`src/rtl/max7219_rx_emul.sv`:
```
// rtl/max7219_rx_emul.sv - MAX7219 serial responder with register file and daisy-chain output
//
// Device end of a MAX7219 3-wire link. CLK/DIN/LOAD are synchronised to clk,
// DIN is shifted on each CLK rise, and a LOAD rise commits the last 16 bits to
// a MAX7219-compatible register file.
//
// Ports:
//   clk, rst           system clock, synchronous active-high reset
//   i_max7219_clk      serial clock (asynchronous)
//   i_max7219_din      serial data, MSB first
//   i_max7219_load     load strobe, rising edge latches the frame
//   o_max7219_dout     daisy-chain output (shift bit 15, updated on CLK fall)
//   i_rd_digit         digit register index for the read port
//   o_rd_digit         registered digit read data (1-cycle latency)
//   o_decode_mode      register 0x9
//   o_intensity        register 0xA [3:0]
//   o_scan_limit       register 0xB [2:0]
//   o_shutdown_n       register 0xC [0]
//   o_display_test     register 0xF [0]
//   o_frame_valid      pulse when a full frame is latched
//   o_frame_addr       address nibble of last latched frame
//   o_frame_data       data byte of last latched frame
//   o_frame_err        pulse when LOAD rises with fewer than 16 bits shifted

module max7219_rx_emul #(
    parameter int G_SYNC_STAGES = 2
) (
    input  logic       clk,
    input  logic       rst,
    input  logic       i_max7219_clk,
    input  logic       i_max7219_din,
    input  logic       i_max7219_load,
    output logic       o_max7219_dout,
    input  logic [2:0] i_rd_digit,
    output logic [7:0] o_rd_digit,
    output logic [7:0] o_decode_mode,
    output logic [3:0] o_intensity,
    output logic [2:0] o_scan_limit,
    output logic       o_shutdown_n,
    output logic       o_display_test,
    output logic       o_frame_valid,
    output logic [3:0] o_frame_addr,
    output logic [7:0] o_frame_data,
    output logic       o_frame_err
);

    localparam int INHIBIT = G_SYNC_STAGES + 1;

    logic [G_SYNC_STAGES-1:0] clk_sync;
    logic [G_SYNC_STAGES-1:0] din_sync;
    logic [G_SYNC_STAGES-1:0] load_sync;
    logic                     clk_hist;
    logic                     load_hist;
    logic [2:0]               inh_cnt;
    logic                     edge_en;
    logic                     clk_rise;
    logic                     clk_fall;
    logic                     load_rise;
    logic                     load_pend;
    logic [15:0]              shift;
    logic [4:0]               bit_cnt;
    logic [7:0]               digit [8];
    logic [2:0]               digit_idx;

    // Synchronisers, history flops and the post-reset edge inhibit counter.
    always_ff @(posedge clk) begin
        if (rst) begin
            clk_sync  <= '0;
            din_sync  <= '0;
            load_sync <= '0;
            clk_hist  <= 1'b0;
            load_hist <= 1'b0;
            inh_cnt   <= 3'd0;
        end else begin
            clk_sync  <= {clk_sync[G_SYNC_STAGES-2:0], i_max7219_clk};
            din_sync  <= {din_sync[G_SYNC_STAGES-2:0], i_max7219_din};
            load_sync <= {load_sync[G_SYNC_STAGES-2:0], i_max7219_load};
            clk_hist  <= clk_sync[G_SYNC_STAGES-1];
            load_hist <= load_sync[G_SYNC_STAGES-1];
            if (inh_cnt != 3'(INHIBIT))
                inh_cnt <= inh_cnt + 3'd1;
        end
    end

    // Lines already high at reset release would otherwise look like rises
    // while the cleared chains fill up.
    assign edge_en   = (inh_cnt == 3'(INHIBIT));
    assign clk_rise  = edge_en &  clk_sync[G_SYNC_STAGES-1] & ~clk_hist;
    assign clk_fall  = edge_en & ~clk_sync[G_SYNC_STAGES-1] &  clk_hist;
    assign load_rise = edge_en &  load_sync[G_SYNC_STAGES-1] & ~load_hist;

    // addr 1..8 -> digit 0..7; addr 8 wraps 0-1 to 7 in three bits.
    assign digit_idx = shift[10:8] - 3'd1;

    // LOAD is acted on one cycle after detection so a CLK rise detected in the
    // same cycle has already landed in shift/bit_cnt.
    always_ff @(posedge clk) begin
        if (rst) begin
            load_pend      <= 1'b0;
            shift          <= '0;
            bit_cnt        <= '0;
            o_max7219_dout <= 1'b0;
            o_decode_mode  <= '0;
            o_intensity    <= '0;
            o_scan_limit   <= '0;
            o_shutdown_n   <= 1'b0;
            o_display_test <= 1'b0;
            o_frame_valid  <= 1'b0;
            o_frame_err    <= 1'b0;
            o_frame_addr   <= '0;
            o_frame_data   <= '0;
            o_rd_digit     <= '0;
            for (int i = 0; i < 8; i++)
                digit[i] <= '0;
        end else begin
            load_pend     <= load_rise;
            o_frame_valid <= 1'b0;
            o_frame_err   <= 1'b0;
            o_rd_digit    <= digit[i_rd_digit];

            if (clk_rise) begin
                shift <= {shift[14:0], din_sync[G_SYNC_STAGES-1]};
                if (bit_cnt != 5'd16)
                    bit_cnt <= bit_cnt + 5'd1;
            end

            if (clk_fall)
                o_max7219_dout <= shift[15];

            if (load_pend) begin
                // A CLK rise in this cycle belongs to the next frame.
                bit_cnt <= clk_rise ? 5'd1 : 5'd0;
                if (bit_cnt < 5'd16) begin
                    o_frame_err <= 1'b1;
                end else begin
                    o_frame_valid <= 1'b1;
                    o_frame_addr  <= shift[11:8];
                    o_frame_data  <= shift[7:0];
                    case (shift[11:8])
                        4'h1, 4'h2, 4'h3, 4'h4,
                        4'h5, 4'h6, 4'h7, 4'h8: digit[digit_idx] <= shift[7:0];
                        4'h9:    o_decode_mode  <= shift[7:0];
                        4'hA:    o_intensity    <= shift[3:0];
                        4'hB:    o_scan_limit   <= shift[2:0];
                        4'hC:    o_shutdown_n   <= shift[0];
                        4'hF:    o_display_test <= shift[0];
                        default: ;
                    endcase
                end
            end
        end
    end

endmodule

```
`config.mk`:
```
export PLATFORM = sky130hd
export DESIGN_NAME = max7219_rx_emul
export DESIGN_NICKNAME = d
export VERILOG_FILES = /design/src/rtl/max7219_rx_emul.sv
export SDC_FILE = /design/constraint.sdc
export NUM_CORES = 1
export LEC_CHECK = 0
export BUFFER_PORTS_ARGS = -buffer_cell sky130_fd_sc_hd__buf_2
export CAP_MARGIN = 20
export CORE_MARGIN = 2
export CORE_UTILIZATION = 35
export CTS_CLUSTER_SIZE = 12
export DETAILED_ROUTE_END_ITERATION = 8
export GPL_TIMING_DRIVEN = 0
export PLACE_DENSITY = 0.53
export SLEW_MARGIN = 20
export SYNTH_ARGS = -nofsm -noshare
export SYNTH_HDL_FRONTEND = slang
export SYNTH_SLANG_ARGS = --single-unit
```
`constraint.sdc`:
```
create_clock -name clk -period 5.7 [get_ports clk]
set_clock_uncertainty 0.2 [all_clocks]
set_input_delay 1.14 -clock clk [delete_from_list [all_inputs] [get_ports clk]]
set_output_delay 1.14 -clock clk [all_outputs]
set_load 0.05 [all_outputs]
```
# Yosys cells after proc, flatten, opt, wreduce, memory -nomap -nowiden

Memory sizes are Yosys's and may differ from the RTL's. A register that Yosys moved wholly into a read port is not among the register bits.
Index checks and enable logic that the tools add are counted.

Register bits after elaboration: 65
Memory bits (writable): 64
Input bits: 8
Output and inout bits: 40
Logic and storage cells: 79
Memories: 1

Memory list:

| memory | depth | bits a word | rd ports | clocked after Yosys merged registers in | write ports | RTL line | text |
|---|---|---|---|---|---|---|---|
| digit  | 8     | 8           | 1        | 1                                       | 8           | 62       | `logic [7:0] digit [8];` |

Add/sub/neg operators: 3
$lt $le $gt $ge: 1
Equal/unequal tests: 16
Muxes and demuxes: 16
Bitwise gates (word level): 11
Reductions and logical operators: 12

Operator list:

| operator                                             | count |
|---|---|
| equality test 4 bit (second input constant)          | 6 |
| equality test 4 x 3 -> 1 bit (second input constant) | 4 |
| OR reduction 8 bit                                   | 2 |
| two-way mux 5 bit                                    | 3 |
| AND reduction 3 bit                                  | 5 |
| two-way mux 1 bit                                    | 11 |
| equality test 4 x 2 -> 1 bit (second input constant) | 2 |
| two-way mux 8 bit                                    | 1 |
| AND 1 bit                                            | 6 |
| adder 5 x 1 -> 5 bit (second input constant)         | 1 |
| < comparator 5 bit (second input constant)           | 1 |
| != test 5 bit (second input constant)                | 1 |
| NOT 1 bit                                            | 5 |
| equality test 4 x 1 -> 1 bit (second input constant) | 1 |
| AND reduction 2 bit                                  | 2 |
| nonzero test 2 bit                                   | 2 |
| adder 3 x 1 -> 3 bit (second input constant)         | 1 |
| equality test 3 x 2 -> 1 bit (second input constant) | 1 |
| two-way mux 3 bit                                    | 1 |
| != test 3 x 2 -> 1 bit (second input constant)       | 1 |
| subtractor 3 x 1 -> 3 bit (second input constant)    | 1 |
| OR reduction 2 bit                                   | 1 |

# Logic depth before layout (Yosys ltp)

Gate-level depths: netlist of the first run.

Word-level depth: 9
Gate-level depth with buffers: 7
Depth with buffers taken out: 5

# Least setup slack after synthesis of the first run

OpenSTA, ideal clock, no wires.

Path type: input -> register
Start point: input rst
End point: memory digit[5][0] (enable)
Setup time: 0.343 ns
Arrival time: 2.208 ns
Data required time: 5.157 ns
Path slack: 2.949 ns
Stages on the path: 4
Cells stage by stage: clkbuf_1 -> and4bb_1 -> nand2_1 -> o21bai_2

RTL lines:

| item        | RTL line | text |
|---|---|---|
| from (decl) | 29       | `input logic rst,` |
| to (decl)   | 62       |  |

==> results by group, run 1 <==
Pwr
  – Gate power share: 4.1%
  – Sw frac: 19.9%
  – Static leakage: 2.49 nW
  – PwrDens: 352 mW/mm2
  – Clock network power share: 53.3%
  – Internal: 2.00 mW
  – Maximum vdd drop: 0.000223 V
  – Net Sw Power: 0.495 mW
  – Flop pwr share: 42.6%

Worst setup path
  – Critical path's slowest cell: o21bai_2
  – Required time of the critical path: 5.56 ns
  – Worst-path cell chain: buf_2 -> clkbuf_1 -> and4bb_1 -> nand2_1 -> o21bai_2
  – CP max FO: 10
  – R2r endpoint: digit[5][3]
  – FF-to-FF path depth: 7
  – Worst setup EP type: flip-flop
  – Critical path class: in2reg
  – Critical path's largest stage delay: 0.57 ns
  – CP startpoint kind: input pin
  – Arr. time, crit path: 2.80 ns
  – FF-to-FF Start: shift[8]
  – Minimum setup slack among reg-to-reg paths: 3.04 ns

Timing
  – Min cycle time layout: 2.95 ns
  – TNS Setup: 0 ns
  – RSZ-0062 raised after global routing: false
  – Hold Vio Cnt, Final: 0
  – Period utilization: 51.7%
  – Final setup viols: 0
  – Pins Over Slew Limit: 0
  – Headroom to the max-slew limit: 50.3%
  – Slew at the pin with the worst max-slew slack: 0.745 ns
  – Max Clk Rate: 340 MHz

Hold path
  – HP Class: reg2reg
  – Origin of the worst min-delay path: load_sync[0]
  – Hold EP: load_sync[1]
  – Hold Crit Depth: 1

Synthesis
  – Synth warn: 0
  – Yosys cell types: 44
  – Flops & latches, synth: 137
  – Yosys top cell area share: 32.7%
  – Post-synth EDFFs: 64
  – Largest cells by area after synthesis: edfxtp_1, dfxtp_1, mux4_2, nor3_2, nand2_1
  – Syn Nets: 524
  – Dominant synthesized flop cell: dfxtp_1
  – Post-synthesis cell area: 0.00588 mm2
  – Post-Synthesis Cells: 508
  – Syn avg cell area: 11.6 um2
  – Area leader, netlist: edfxtp_1
  – Register area share after synthesis: 57.5%
  – FFs w/ async S/R, synth: 0%

Clocking
  – Clock root cell: clkbuf_16
  – Post-CTS sizing: 0
  – Num Clock Sinks: 137
  – Inserted Clock Buffers: 17
  – Setup Buffers After CTS: 0
  – CTS tree: yes
  – Clock tree buffer depth: 2
  – Htree depth: 4
  – CTS clk-pin slew, worst paths: 0.06 ns
  – Clk_lat worst skew: 0.42 ns
  – CTS Hold Buffers Added: 0

Drt
  – First drt pass iteration count: 4
  – Post-route ant nets: 0
  – Wirelength, routed: 14.7 mm
  – DRT iter0 DRCs: 258
  – Routed length per instance: 18.3 um
  – Via count: 4074
  – Drc violations: 0
  – Routed vias/inst: 5.07

GRT
  – Initial antenna violation count: 0
  – Vias in the first global route: 4145
  – Global-route wire length before repair: 23.2 mm
  – GRT Total Usage: 17.1%
  – Largest net degree at the start of global routing: 17
  – Global route overflow: 0

Placement
  – Gp weighted congestion: 0.808
  – Final HPWL DP: 9.86 mm
  – I/O Buffers: 44

Die
  – CORE AREA: 0.0165 mm2
  – # IOs: 48
  – Width of the die: 134 um
  – Initial Utilization: 35.6%
  – Die Area: 0.0179 mm2
  – Num rows: 47
  – Die Y-Extent: 134 um

Layout
  – Layout area overhead: 20.4%
  – Nets: 587
  – Diodes inserted: 0
  – Filler cells: 1546
  – Layout Utilization: 42.8%
  – Layout cells sized above 1: 25.0%

Run
  – Max Cap Viol: 0

Status
  – Status: completed
-- per-stage QoR --
stage / hold slack [ns] / setup WS [ns] / total power, mW / instances / cell area, um2
2_1_floorplan: 0.214 / 2.95 / 1.16 / 508 / 5880
3_3_place_gp: 0.216 / 2.30 / 1.18 / 772 / 6370
3_5_place_dp: 0.237 / 2.30 / 1.19 / 772 / 6370
4_1_cts: 0.250 / 2.73 / 2.51 / 804 / 7080
5_1_grt: 0.256 / 2.62 / 2.56 / 804 / 7080
6_report: 0.246 / 2.75 / 2.49 / 804 / 7080
-- state kept, by name, summed over array words and instances, names as in the netlist, 2 cells and up --
register       count
bit_cnt            5
clk_sync           2
digit             64
din_sync           2
inh_cnt            3
load_sync          2
o_decode_mode      8
o_frame_addr       4
o_frame_data       8
o_intensity        4
o_rd_digit         8
o_scan_limit       3
shift             16
-- worst max-delay path by stage --
stage | slack (ns) | end | startpoint
4_1_cts | 2.73 | digit[5][5] | rst
6_report | 2.75 | digit[5][3] | rst
2_1_floorplan | 2.95 | digit[5][0] | rst
3_3_place_gp | 2.30 | digit[5][5] | rst
3_5_place_dp | 2.30 | digit[5][4] | rst
5_1_grt | 2.62 | digit[5][5] | rst
-- cells by family (layout without fill, tap and decap cells) --
logic type | Yosys count | after routing | share of synthesized area, %
muxes | 27 | 27 | 8.00
adders and majority gates | 8 | 8 | 1.70
DFF | 137 | 137 | 57.5
and+or+nand+nor | 198 | 198 | 18.6
AOI/OAI and AO/OA | 82 | 82 | 8.53
buffers and inverters | 55 | 131 | 5.45
xor gates and xnor gates | 1 | 1 | 0.149
-- synthesized netlist by cell type (all sizes together), types with 3 or more instances --
master	number
dfxtp	73
nand2	66
edfxtp	64
nor3	64
a21oi	48
buf	23
nand3	19
nor2	18
o21ai	17
clkbuf	16
mux4	16
mux2i	11
nor2b	9
clkinv	8
ha	8
inv	8
o21bai	8
or3	5
o31ai	3
-- area by class of cell --
type,instances,area [um2],share of cell area [%]
buffer,39,260,3.68
clock buffer,19,433,6.12
clock inverter,13,272,3.84
inverter,16,60.1,0.848
multi-input combinational,316,2180,30.7
sequential,137,3380,47.8
tap,220,275,3.89
timing repair buffer,44,220,3.11
-- cells in the final DEF (no fill, tap or decap), drive strengths merged, types with 9 or more instances in the layout --
cell type	instances
dfxtp	73
buf	67
nand2	66
edfxtp	64
nor3	64
a21oi	48
clkbuf	35
nand3	19
nor2	18
o21ai	17
mux4	16
mux2i	11
clkinv	10
nor2b	9
inv	9
-- power by group through the flow --
stage          sequential [mW]  combinational [mW]  clock [mW]
6_report                  1.06               0.101        1.33
5_1_grt                   1.06               0.111        1.39
4_1_cts                   1.06               0.104        1.34
3_5_place_dp              1.08               0.104           0
3_3_place_gp              1.08               0.101           0
2_1_floorplan             1.09              0.0612           0
-- worst max-delay path, delay by kind of cell --
family / cells / cell delay, ns
and+or+nand+nor: 2 / 0.78
AOI/OAI and AO/OA: 1 / 0.57
buffers and inverters: 2 / 0.29
-- layer usage --
metal / track usage [%] / vias up / share of wire (%)
li1: - / 1959 / -
met4: 4.49 / 0 / 0.95
met2: 27.9 / 84 / 50
met5: 0 / - / 0
met3: 4.91 / 10 / 4.6
met1: 22.4 / 2021 / 45
Power figures use the tool's default switching activity.
==> run 2, diff against run 1 <==
--- a/config.mk
+++ b/config.mk
@@ -12,7 +12,7 @@
 export CTS_CLUSTER_SIZE = 12
 export DETAILED_ROUTE_END_ITERATION = 8
 export GPL_TIMING_DRIVEN = 0
-export PLACE_DENSITY = 0.53
+export PLACE_DENSITY = 0.55
 export SLEW_MARGIN = 20
 export SYNTH_ARGS = -nofsm -noshare
 export SYNTH_HDL_FRONTEND = slang
==> constraint.sdc (replaced) <==
create_clock -name clk -period 2.59 [get_ports clk]
set_clock_uncertainty 0.2 [all_clocks]
set_input_delay 0.518 -clock clk [delete_from_list [all_inputs] [get_ports clk]]
set_output_delay 0.518 -clock clk [all_outputs]
set_load 0.05 [all_outputs]
==> run 2 against run 1 <==
Final cell count up 0.25%. Cell area decreased by 0.97%. Largest power group unchanged. Highest routed layer unchanged. Clock power is 79% higher. Setup slack got worse by 2.6 ns. Clock-buffer cell count is 2 higher. Combinational power up 120%. First-iteration DRC count shrank 37%. Sequential power up 120%. Global-route usage down 0.74 points. Total power up 98%. Die area unchanged. Critical path type is now reg2reg.
==> results by group, run 2 (synthesis gave the netlist of run 1 again) <==
Status
  – Status: completed

Clocking
  – Clock root cell: clkbuf_16
  – Clk_lat worst skew: 0.42 ns
  – CTS Hold Buffers Added: 0
  – Clock tree buffer depth: 2
  – Num Clock Sinks: 137
  – Inserted Clock Buffers: 17
  – CTS clk-pin slew, worst paths: 0.06 ns
  – Htree depth: 4
  – CTS tree: yes

Drt
  – Post-route ant nets: 0
  – Via count: 4093
  – Drc violations: 0
  – Wirelength, routed: 14.1 mm
  – Routed vias/inst: 5.08
  – Routed length per instance: 17.5 um
  – DRT iter0 DRCs: 162
  – First drt pass iteration count: 4

Worst setup path
  – CP bufs+invs: 3
  – Arr. time, crit path: 2.33 ns
  – CP max FO: 10
  – CP startpoint kind: flip-flop
  – Worst setup EP type: flip-flop
  – Crit-path leading delay family: compound AO/OA/AOI/OAI gates
  – Critical path's largest stage delay: 0.44 ns
  – Critical path class: reg2reg
  – Required time of the critical path: 2.48 ns
  – Critical path's slowest cell: dfxtp_1
  – Worst-path cell chain: inv_1 -> ha_1 -> and2_4 -> a2111o_1 -> buf_6 -> buf_12 -> o21bai_4

Layout
  – Most frequent cells in the layout: dfxtp_1, nand2_1, edfxtp_1
  – Largest Register: digit
  – Layout area overhead: 19.2%
  – Biggest regs: digit: 64 flops, shift: 16 flops
  – Filler cells: 1585
  – Diodes inserted: 0
  – Area of the multi-input gates: 0.00223 mm2
  – Layout cells sized above 1: 25.3%
  – Nets: 589
  – Max FFs per register: 64
  – FF+latch area: 0.00338 mm2
  – Most common cell after layout, fill and taps aside: dfxtp_1

Pwr
  – Sw frac: 21.2%
  – Net Sw Power: 1.05 mW
  – Total design power: 4.94 mW
  – PwrDens: 705 mW/mm2
  – Internal: 3.90 mW
  – Gate power share: 4.5%
  – Maximum vdd drop: 0.000550 V
  – Flop pwr share: 47.3%
  – Clock network power share: 48.2%
  – Static leakage: 2.44 nW

Die
  – # IOs: 48
  – Initial Utilization: 35.6%
  – Die Area: 0.0179 mm2
  – Width of the die: 134 um
  – Die Y-Extent: 134 um
  – CORE AREA: 0.0165 mm2
  – Num rows: 47

GRT
  – Vias in the first global route: 3980
  – Global route overflow: 0
  – Largest net degree at the start of global routing: 17
  – Global-route wire length before repair: 22.1 mm
  – GRT Total Usage: 16.4%
  – Initial antenna violation count: 0

Timing
  – Post-route setup slack: 0.145 ns
  – TNS Setup: 0 ns
  – Slew at the pin with the worst max-slew slack: 0.740 ns
  – RSZ-0062 raised after global routing: false
  – Pins Over Slew Limit: 0
  – Final setup viols: 0
  – Min cycle time layout: 2.44 ns
  – Hold Vio Cnt, Final: 0
  – Headroom to the max-slew limit: 50.7%
  – Max Clk Rate: 409 MHz
  – Period utilization: 94.4%

Placement
  – I/O Buffers: 44
  – Final HPWL DP: 9.52 mm
  – Gp weighted congestion: 0.791
  – Dpl ws: -0.169 ns

Hold path
  – HP Class: in2reg

Run
  – Max Cap Viol: 0
## run 2: changes by cell type in the layout (fill, tap and decap cells not counted), moves of 4 or more
cell / previous run / this run
o21bai_2: 8 / 2
bufinv_16: 8 / 3
clkinv_2: 0 / 4
o21bai_4: 0 / 6
## run 2: layer usage
layer  routed length [um]  part of all wire [%]  up-vias  GRT usage [%]
li1                     -                     -     1963              -
met1                 6390                    45     2013           21.9
met2                 6770                    48       92           25.6
met3                  664                   4.7       25           4.15
met4                  285                   2.0        0           6.56
met5                    0                     0        -              0
## run 2: power by group through the flow
stage / combinational (mW) / sequential [mW] / clock (mW)
4_1_cts: 0.228 / 2.34 / 2.42
3_3_place_gp: 0.221 / 2.38 / 0
2_1_floorplan: 0.135 / 2.41 / 0
3_5_place_dp: 0.224 / 2.38 / 0
6_report: 0.225 / 2.34 / 2.38
5_1_grt: 0.246 / 2.34 / 2.52
## run 2: cell type report
class,instances,area share [%]
clock buffers,21,6.28
multi-input cells,316,31.8
clock inverters,11,1.84
plain buffers,39,3.71
inverters,16,0.857
repair buffers,46,3.36
well taps,220,3.93
flip-flops and latches,137,48.3
## run 2: timing repair
item,CTS,global route
hold endpoints to repair,0,0
cloned,0,0
setup endpoints to repair,36,64
setup buffers,2,0
resized for setup,4,5
pin swaps,1,1
## run 2: final timing paths
path                 start          end  slack [ns]  depth (start not counted)
max               shift[9]  digit[6][5]        0.15                          7
min          i_max7219_clk  clk_sync[0]        0.11                          2
max reg2reg       shift[9]  digit[6][5]        0.15                          7
min reg2reg    clk_sync[0]  clk_sync[1]        0.23                          1
## run 2: metrics by stage
stage	instances	utilization, %	hold slack, ns	area, um2
floorplan	508	-	0.214	5880
global route	806	42.4	0.102	7010
global placement	772	38.6	0.220	6370
finish	806	42.4	0.107	7010
CTS	806	42.3	0.0976	6990
detailed placement	772	38.6	0.222	6370
